<file path="config.mk">
export PLATFORM = sky130hd
export DESIGN_NAME = serial_subtractor
export DESIGN_NICKNAME = d
export VERILOG_FILES = /design/src/rtl/serial_subtractor.sv
export SDC_FILE = /design/constraint.sdc
export NUM_CORES = 1
export LEC_CHECK = 0
export CORE_MARGIN = 2
export CORE_UTILIZATION = 25
export CTS_CLUSTER_SIZE = 25
export DETAILED_ROUTE_END_ITERATION = 7
export HOLD_SLACK_MARGIN = 0.15
export RECOVER_POWER = 25
export SLEW_MARGIN = 20
export SYNTH_ARGS = -nofsm -noshare
export SYNTH_HDL_FRONTEND = slang
export SYNTH_SLANG_ARGS = --single-unit
</file>
<file path="constraint.sdc">
create_clock -name clk -period 1.75 [get_ports clk]
set_clock_uncertainty 0.15 [all_clocks]
set_input_delay 0.2625 -clock clk [delete_from_list [all_inputs] [get_ports clk]]
set_output_delay 0.2625 -clock clk [all_outputs]
set_load 0.05 [all_outputs]
</file>
<file path="src/rtl/serial_subtractor.sv">
// serial_subtractor: bit-serial A - B - bin, LSB first, through one full-subtractor slice and a borrow flop.
// Defining SERIAL_SUB_OVF_EN adds the two's-complement overflow output ovf.
module serial_subtractor #(
  parameter int WIDTH = 8
) (
  input  logic             clk,
  input  logic             rst_n,
  input  logic             start,
  input  logic [WIDTH-1:0] a,
  input  logic [WIDTH-1:0] b,
  input  logic             bin,
  output logic             busy,
  output logic             done,
  output logic [WIDTH-1:0] diff,
  output logic             bout
`ifdef SERIAL_SUB_OVF_EN
  ,
  output logic             ovf
`endif
);
  localparam int CW = $clog2(WIDTH);
  localparam logic [CW-1:0] LAST = CW'(WIDTH - 1);
  typedef enum logic [1:0] {IDLE, SHIFT, DONE} state_t;
  state_t           r_state, w_next;
  logic [WIDTH-1:0] r_a, r_b, r_res, r_diff;
  logic [CW-1:0]    r_cnt;
  logic             r_brw, r_last, r_bout;
  logic             w_d, w_brw, w_accept, w_shift, w_fin;
  assign w_d      = r_a[0] ^ r_b[0] ^ r_brw;
  assign w_brw    = (~r_a[0] & r_b[0]) | (~(r_a[0] ^ r_b[0]) & r_brw);
  assign w_accept = (r_state == IDLE) && start;
  // r_last marks the settle cycle after the final bit, so DONE lands WIDTH+1 edges after accept
  assign w_shift  = (r_state == SHIFT) && !r_last;
  assign w_fin    = (r_state == SHIFT) && r_last;
  assign diff     = r_diff;
  assign bout     = r_bout;
  always_ff @(posedge clk or negedge rst_n)
    if (!rst_n) r_state <= IDLE;
    else        r_state <= w_next;
  always_comb
    w_next = (r_state == IDLE)  ? (start ? SHIFT : IDLE) :
             (r_state == SHIFT) ? (r_last ? DONE : SHIFT) : IDLE;
  always_comb begin
    busy = (r_state != IDLE);
    done = (r_state == DONE);
  end
  always_ff @(posedge clk or negedge rst_n) begin
    if (!rst_n) begin
      r_a    <= '0;
      r_b    <= '0;
      r_res  <= '0;
      r_diff <= '0;
      r_brw  <= 1'b0;
      r_bout <= 1'b0;
      r_cnt  <= '0;
      r_last <= 1'b0;
    end else if (w_accept) begin
      r_a    <= a;
      r_b    <= b;
      r_brw  <= bin;
      r_res  <= '0;
      r_cnt  <= '0;
      r_last <= 1'b0;
    end else if (w_shift) begin
      r_a    <= r_a >> 1;
      r_b    <= r_b >> 1;
      r_res  <= {w_d, r_res[WIDTH-1:1]};
      r_brw  <= w_brw;
      r_last <= (r_cnt == LAST);
      r_cnt  <= (r_cnt == LAST) ? r_cnt : r_cnt + CW'(1);
    end else if (w_fin) begin
      r_diff <= r_res;
      r_bout <= r_brw;
    end
  end
`ifdef SERIAL_SUB_OVF_EN
  logic r_amsb, r_bmsb, r_ovf;
  assign ovf = r_ovf;
  always_ff @(posedge clk or negedge rst_n) begin
    if (!rst_n) begin
      r_amsb <= 1'b0;
      r_bmsb <= 1'b0;
      r_ovf  <= 1'b0;
    end else if (w_accept) begin
      r_amsb <= a[WIDTH-1];
      r_bmsb <= b[WIDTH-1];
    end else if (w_fin) begin
      r_ovf  <= (r_amsb ^ r_bmsb) & (r_res[WIDTH-1] ^ r_amsb);
    end
  end
`endif
endmodule

</file>
==> results by group, run 1 <==
Global route
  – Gr usage total: 10.0%
  – Largest net degree at the start of global routing: 41
  – Initial antenna violation count: 0
  – Total congestion overflow: 0
  – Vias in the first global route: 1277
  – First-pass GRT wire length: 5920 um

STA
  – RSZ-0062 raised after global routing: true
  – Final worst slack: 52.3 ps
  – Crit path time final: 1700 ps
  – Highest clock rate: 0.589 GHz
  – Final hold vios: 0
  – Slew HR: 41.2%
  – Slew Viols, Final: 0
  – Hold_ws: 346 ps
  – Setup violators final: 0
  – Worst-Margin Slew: 882 ps
  – Ratio of final minimum period to clock period: 97.0%

Placed design
  – Post-DP HPWL: 2450 um
  – Placer Congestion: 0.743
  – Placed cell count: 283
  – Count of input and output buffers: 30
  – Worst slack, placed: -76.9 ps

Critical path
  – Crit path from: r_state[1]
  – CP max-delay cell: dfrtp_2
  – Flop-to-flop setup slack: 90 ps
  – Worst path max stage delay: 490 ps
  – CP max FO: 9
  – Worst r2r path cells: 5
  – Worst Path Required: 1340 ps
  – CP arrival: 1290 ps
  – CP Launch Type: flip-flop
  – CP Capture Type: output pin
  – CP cell instances: or2_2 -> buf_4
  – Critical path class: flip-flop to output pin
  – FF-to-FF End: r_cnt[0]
  – CP endpoint: busy
  – Worst r2r src: r_cnt[0]

Yosys
  – Area share of the largest cell type after synthesis: 57.3%
  – Post-synth top area cell: dfrtp_1
  – Syn Std Cell Area: 1750 sq um
  – Synth cell types: 25
  – Post-synthesis sequential area ratio: 57.3%
  – Mapped Cells: 157
  – Count leader, synth: dfrtp_1
  – Post-synth ARST share: 100%
  – Synth warn: 0
  – Syn_nets: 180
  – Number of synthesized flops with an enable pin: 0
  – Synth cell count leaders: 40 x dfrtp_1, 26 x nand2_1, 20 x a21oi_1, 10 x nor2_1, 9 x mux2_2
  – Area contributors post-synth: dfrtp_1 57%, mux2_2 5.8%, a21oi_1 5.7%, nand2_1 5.6%, a22o_1 3.5%
  – Ys flop type: dfrtp_1
  – Syn_area_per_cell: 11.1 sq um
  – Yosys reg bits: 40

Pwr
  – PD cells: 1990 nW/um^2
  – Switching Share: 40.9%
  – VDD IR-drop max: 0.000616 V
  – Switching power: 1.87 mW
  – LEAKAGE: 1.06 nW
  – Sequential Power Share: 36.2%
  – Internal: 2.69 mW
  – Combinational Power Share: 49.6%
  – Clock power frac: 14.2%

CTS
  – Worst-path clk slew: 70 ps
  – CTS Root Cell: clkbuf_8
  – CTS sink count: 40
  – CTS tree: done
  – H-tree Lvls: 2
  – Clk buf depth: 2
  – Worst-Skew Late Latency: 280 ps
  – Inserted Clock Buffers: 5

Min path
  – HP Start: r_a[4]
  – Hold crit path type: flip-flop to flip-flop

Finish
  – Reg area: 1000 sq um
  – # diodes: 0
  – Final core occ: 33.8%
  – Fraction of layout cells with a size suffix above 1: 25.0%
  – Layout Area Growth over Synthesis: 31.3%
  – Fill cells: 700
  – Final #Nets: 219
  – Multi-input logic area: 666 sq um
  – Fin cells: 292

Routing
  – DR iter-0 viols: 50
  – DRC: 0
  – Drt first pass iters: 4
  – Post-route ant nets: 0
  – WL final: 3520 um
  – Vias per inst: 4.40
  – Drt wl/cell: 12.1 um
  – Routed via count: 1285

Floorplan
  – Die Wd: 87.6 um
  – I/O Pins: 31
  – FP Rows: 30
  – DIE AREA: 7670 sq um
  – Die Y: 87.6 um
  – Starting Density: 25.7%
  – Core Region: 6790 sq um

Status
  – Status: finished clean

Flow run
  – Max-cap violation count: 0
## power by group through the flow
| stage | clock (mW) | sequential, mW | combinational [mW] |
|---|---|---|---|
| 3_5_place_dp | 0 | 1.66 | 2.24 |
| 4_1_cts | 0.684 | 1.65 | 2.25 |
| 3_3_place_gp | 0 | 1.65 | 2.17 |
| 6_report | 0.650 | 1.65 | 2.26 |
| 2_1_floorplan | 0 | 1.86 | 1.44 |
| 5_1_grt | 0.722 | 1.71 | 2.51 |
## critical path, delay by kind of cell, from the launching register on
kind,cells,cell delay (ps)
flops,1,490
buf+inv,1,190
simple gates,1,320
## routing by layer
metal / GRT usage (%) / wire length (um)
met4: 3.50 / 35
met5: 0 / 0
met1: 13.3 / 1650
met2: 15.6 / 1680
met3: 2.92 / 153
## sequential cells by signal, summed over array words and instances (netlist names)
name / flops
r_res: 8
r_b: 8
bout: 1
r_state: 2
diff: 8
r_brw: 1
r_cnt: 3
r_last: 1
r_a: 8
## cell families (layout without fill, tap and decap cells)
group,Yosys count,count (layout),synth area share (%)
flops,40,40,57.3
simple gates,52,52,15.5
buf+inv,16,55,5.59
fa+ha+maj,3,3,2.58
mux,9,9,5.80
compound gates,37,37,13.3
## cells in the final DEF, fill, tap and decap left out, types with 5 or more instances in the layout
cell type / Yosys / final
nor2_1: 10 / 9
a21oi_1: 20 / 20
mux2_2: 9 / 9
nand2_1: 26 / 26
dfrtp_1: 40 / 39
nand3_1: 7 / 7
a22oi_1: 7 / 7
clkbuf_8: 0 / 7
buf_4: 2 / 20
a22o_1: 7 / 7
inv_1: 5 / 5
clkdlybuf4s50_1: 0 / 18
## timing repair
action	in CTS	in global routing
endpoints found under the setup margin	2	2
hold buffers	1	0
gates resized for setup	1	4
pin swaps	0	2
setup buffers	0	1
hold endpoints to repair	40	0
## worst min path at each step
stage,end,slack [ps],cells after the start
global route,r_b[4],370,2
detailed placement,diff[4],210,2
CTS,r_a[3],350,2
floorplan,bout,-180,0
finish,r_a[3],350,2
global placement,diff[4],200,2
## layout make-up
class / instances / area share, %
multi-input combinational: 101 / 29.0
inverter: 5 / 0.818
clock buffer: 7 / 4.20
sequential: 40 / 43.7
timing repair buffer: 43 / 17.0
tap: 96 / 5.24
## through the flow
| stage | setup TNS [ps] | power [mW] | area, sq um |
|---|---|---|---|
| floorplan | 0 | 3.30 | 1750 |
| global placement | -524 | 3.82 | 2160 |
| detailed placement | -781 | 3.91 | 2160 |
| CTS | 0 | 4.58 | 2270 |
| global route | -5.16 | 4.94 | 2290 |
| finish | 0 | 4.56 | 2290 |
No activity file was read; power rests on OpenSTA's default activity.
==> run 2: changes to the inputs <==
- CELL_PAD_IN_SITES_DETAIL_PLACEMENT: unset -> 2
- CELL_PAD_IN_SITES_GLOBAL_PLACEMENT: unset -> 2
- GPL_TIMING_DRIVEN: unset -> 0
- PLACE_DENSITY_LB_ADDON: unset -> 0.1
- SKIP_CTS_REPAIR_TIMING: unset -> 1
==> results by group, run 2 (same netlist as run 1, synthesis figures left out) <==
Status
  – Status: finished clean

Finish
  – Layout Area Growth over Synthesis: 35.4%
  – Most common cell after layout, fill and taps aside: dfrtp_1
  – Fin cells: 295 (+1.0%)
  – # diodes: 0 (unchanged)
  – Fill cells: 752 (+7.4%)
  – Fraction of layout cells with a size suffix above 1: 20.6% (-4.4 points)
  – Final #Nets: 221 (+0.91%)
  – Most frequent cells in the layout: 40 x dfrtp_1, 26 x nand2_1, 20 x a21oi_1, 18 x clkdlybuf4s50_1

Routing
  – WL final: 4310 um (+22%)
  – Routed via count: 1292 (+0.54%)
  – Post-route ant nets: 0 (unchanged)
  – Drt wl/cell: 14.6 um (+21%)
  – Vias per inst: 4.38 (-0.48%)
  – Drt first pass iters: 4 (unchanged)
  – DR iter-0 viols: 22 (-56%)
  – DRC: 0 (unchanged)

Global route
  – Largest net degree at the start of global routing: 30 (-27%)
  – First-pass GRT wire length: 7290 um (+23%)
  – Gr usage total: 12.5% (+2.5 points)
  – Initial antenna violation count: 0 (unchanged)
  – Vias in the first global route: 1449 (+13%)
  – Total congestion overflow: 0 (unchanged)

CTS
  – Worst-path clk slew: 80 ps (about the same)
  – CTS Root Cell: clkbuf_8
  – CTS tree: done
  – Worst-Skew Late Latency: 290 ps (about the same)
  – H-tree Lvls: 2 (unchanged)
  – CTS sink count: 40 (unchanged)
  – Inserted Clock Buffers: 5 (unchanged)
  – Clk buf depth: 2 (unchanged)

Flow run
  – Max-cap violation count: 0 (unchanged)

Critical path
  – Flop-to-flop setup slack: 80 ps (about the same)
  – Critical path class: flip-flop to output pin
  – CP arrival: 1300 ps (about the same)
  – Worst r2r src: r_cnt[0]
  – FF-to-FF End: r_cnt[0]
  – Crit path from: r_state[1]
  – CP Capture Type: output pin
  – CP Launch Type: flip-flop
  – Worst r2r path cells: 5 (unchanged)
  – CP max FO: 9 (unchanged)
  – Worst Path Required: 1340 ps (about the same)

Pwr
  – Internal: 2.88 mW (+7.1%)
  – Switching power: 1.97 mW (+5.7%)
  – Total power: 4.86 mW (+6.5%)
  – LEAKAGE: 1.20 nW (+13%)
  – PD cells: 2050 nW/um^2 (+3.3%)
  – VDD IR-drop max: 0.000479 V (-22%)
  – Switching Share: 40.6% (-0.30 points)
  – Sequential Power Share: 33.1% (-3.1 points)
  – Clock power frac: 17.1% (+2.9 points)
  – Combinational Power Share: 49.9% (+0.3 points)

Placed design
  – Count of input and output buffers: 30 (unchanged)
  – Post-DP HPWL: 3130 um (+28%)
  – Worst slack, placed: -145 ps (-68.5 ps)
  – Placer Congestion: 0.691 (-7.1%)
  – Placed cell count: 284 (+0.35%)

STA
  – Hold_ws: 356 ps (+9.72 ps)
  – Ratio of final minimum period to clock period: 98.1% (+1.1 points)
  – Highest clock rate: 0.583 GHz (-1.1%)
  – Slew Viols, Final: 0 (unchanged)
  – Setup violators final: 0 (unchanged)
  – RSZ-0062 raised after global routing: true
  – Crit path time final: 1720 ps (+18.6 ps)
  – Slew HR: 49.2% (+7.9 points)
  – Final worst slack: 33.7 ps (-18.6 ps)
  – Final hold vios: 0 (unchanged)
  – Worst-Margin Slew: 763 ps (-119 ps)

Floorplan
  – Die Wd: 87.6 um (unchanged)
  – Core Region: 6790 sq um (unchanged)
  – FP Rows: 30 (unchanged)
  – DIE AREA: 7670 sq um (unchanged)
  – Die Y: 87.6 um (unchanged)
  – I/O Pins: 31 (unchanged)
  – Starting Density: 25.7% (unchanged)

Min path
  – Hold crit path type: flip-flop to flip-flop
  – Worst Hold Path EP: r_a[3]
  – HP Start: r_a[4]
  – Hold depth: 2 (unchanged)
[run 2: cell types whose count changed in the layout (fill, tap and decap cells not counted), sizes merged]
cell	previous run	this run
buf	24	14
bufinv	0	1
clkbuf	7	10
dlymetal6s2s	0	9
[run 2: worst max-delay path by stage]
stage / to / slack, ps / cells past startpoint
after floorplan: r_cnt[0] / 60 / 5
after global placement: r_a[3] / -820 / 1
after detailed placement: busy / -150 / 3
after CTS: busy / -480 / 3
after global routing: busy / -20 / 3
final: busy / 30 / 3
[run 2: power by group through the flow]
stage | registers, mW | clock network [mW] | logic, mW
after global placement | 1.60 | 0 | 2.35
final | 1.61 | 0.829 | 2.42
after global routing | 1.67 | 0.904 | 2.72
after floorplan | 1.86 | 0 | 1.44
after detailed placement | 1.63 | 0 | 2.42
after CTS | 1.62 | 0.864 | 2.43
[run 2: area by class of cell]
| type | count | area, sq um | area share [%] |
|---|---|---|---|
| buffer | 11 | 81.3 | 3.44 |
| clock buffer | 7 | 96.3 | 4.07 |
| clock inverter | 1 | 30.0 | 1.27 |
| inverter | 5 | 18.8 | 0.794 |
| multi-input combinational | 101 | 666 | 28.1 |
| sequential | 40 | 1000 | 42.3 |
| tap | 96 | 120 | 5.08 |
| timing repair buffer | 34 | 352 | 14.9 |
[run 2: worst max-delay path, cell delays in order (launching register included)]
cell     delay [ps]
dfrtp_1         380
buf_6           140
or2_2           280
buf_2           210
[run 2: stage by stage]
| stage | utilization [%] | instance area (sq um) | setup TNS, ps |
|---|---|---|---|
| after floorplan | - | 1750 | 0 |
| after global placement | 31.9 | 2170 | -34960 |
| after detailed placement | 32.1 | 2180 | -2270 |
| after CTS | 34.0 | 2310 | -2180 |
| after global routing | 34.8 | 2360 | -18.3 |
| final | 34.8 | 2360 | 0 |
[run 2: layer usage]
metal  track usage (%)  part of all wire [%]  vias up
met3              3.58                   3.3        4
met4              2.94                  0.84        0
met5                 0                     0        -
li1                  -                     -      620
met1              16.4                    46      649
met2              20.5                    49       19
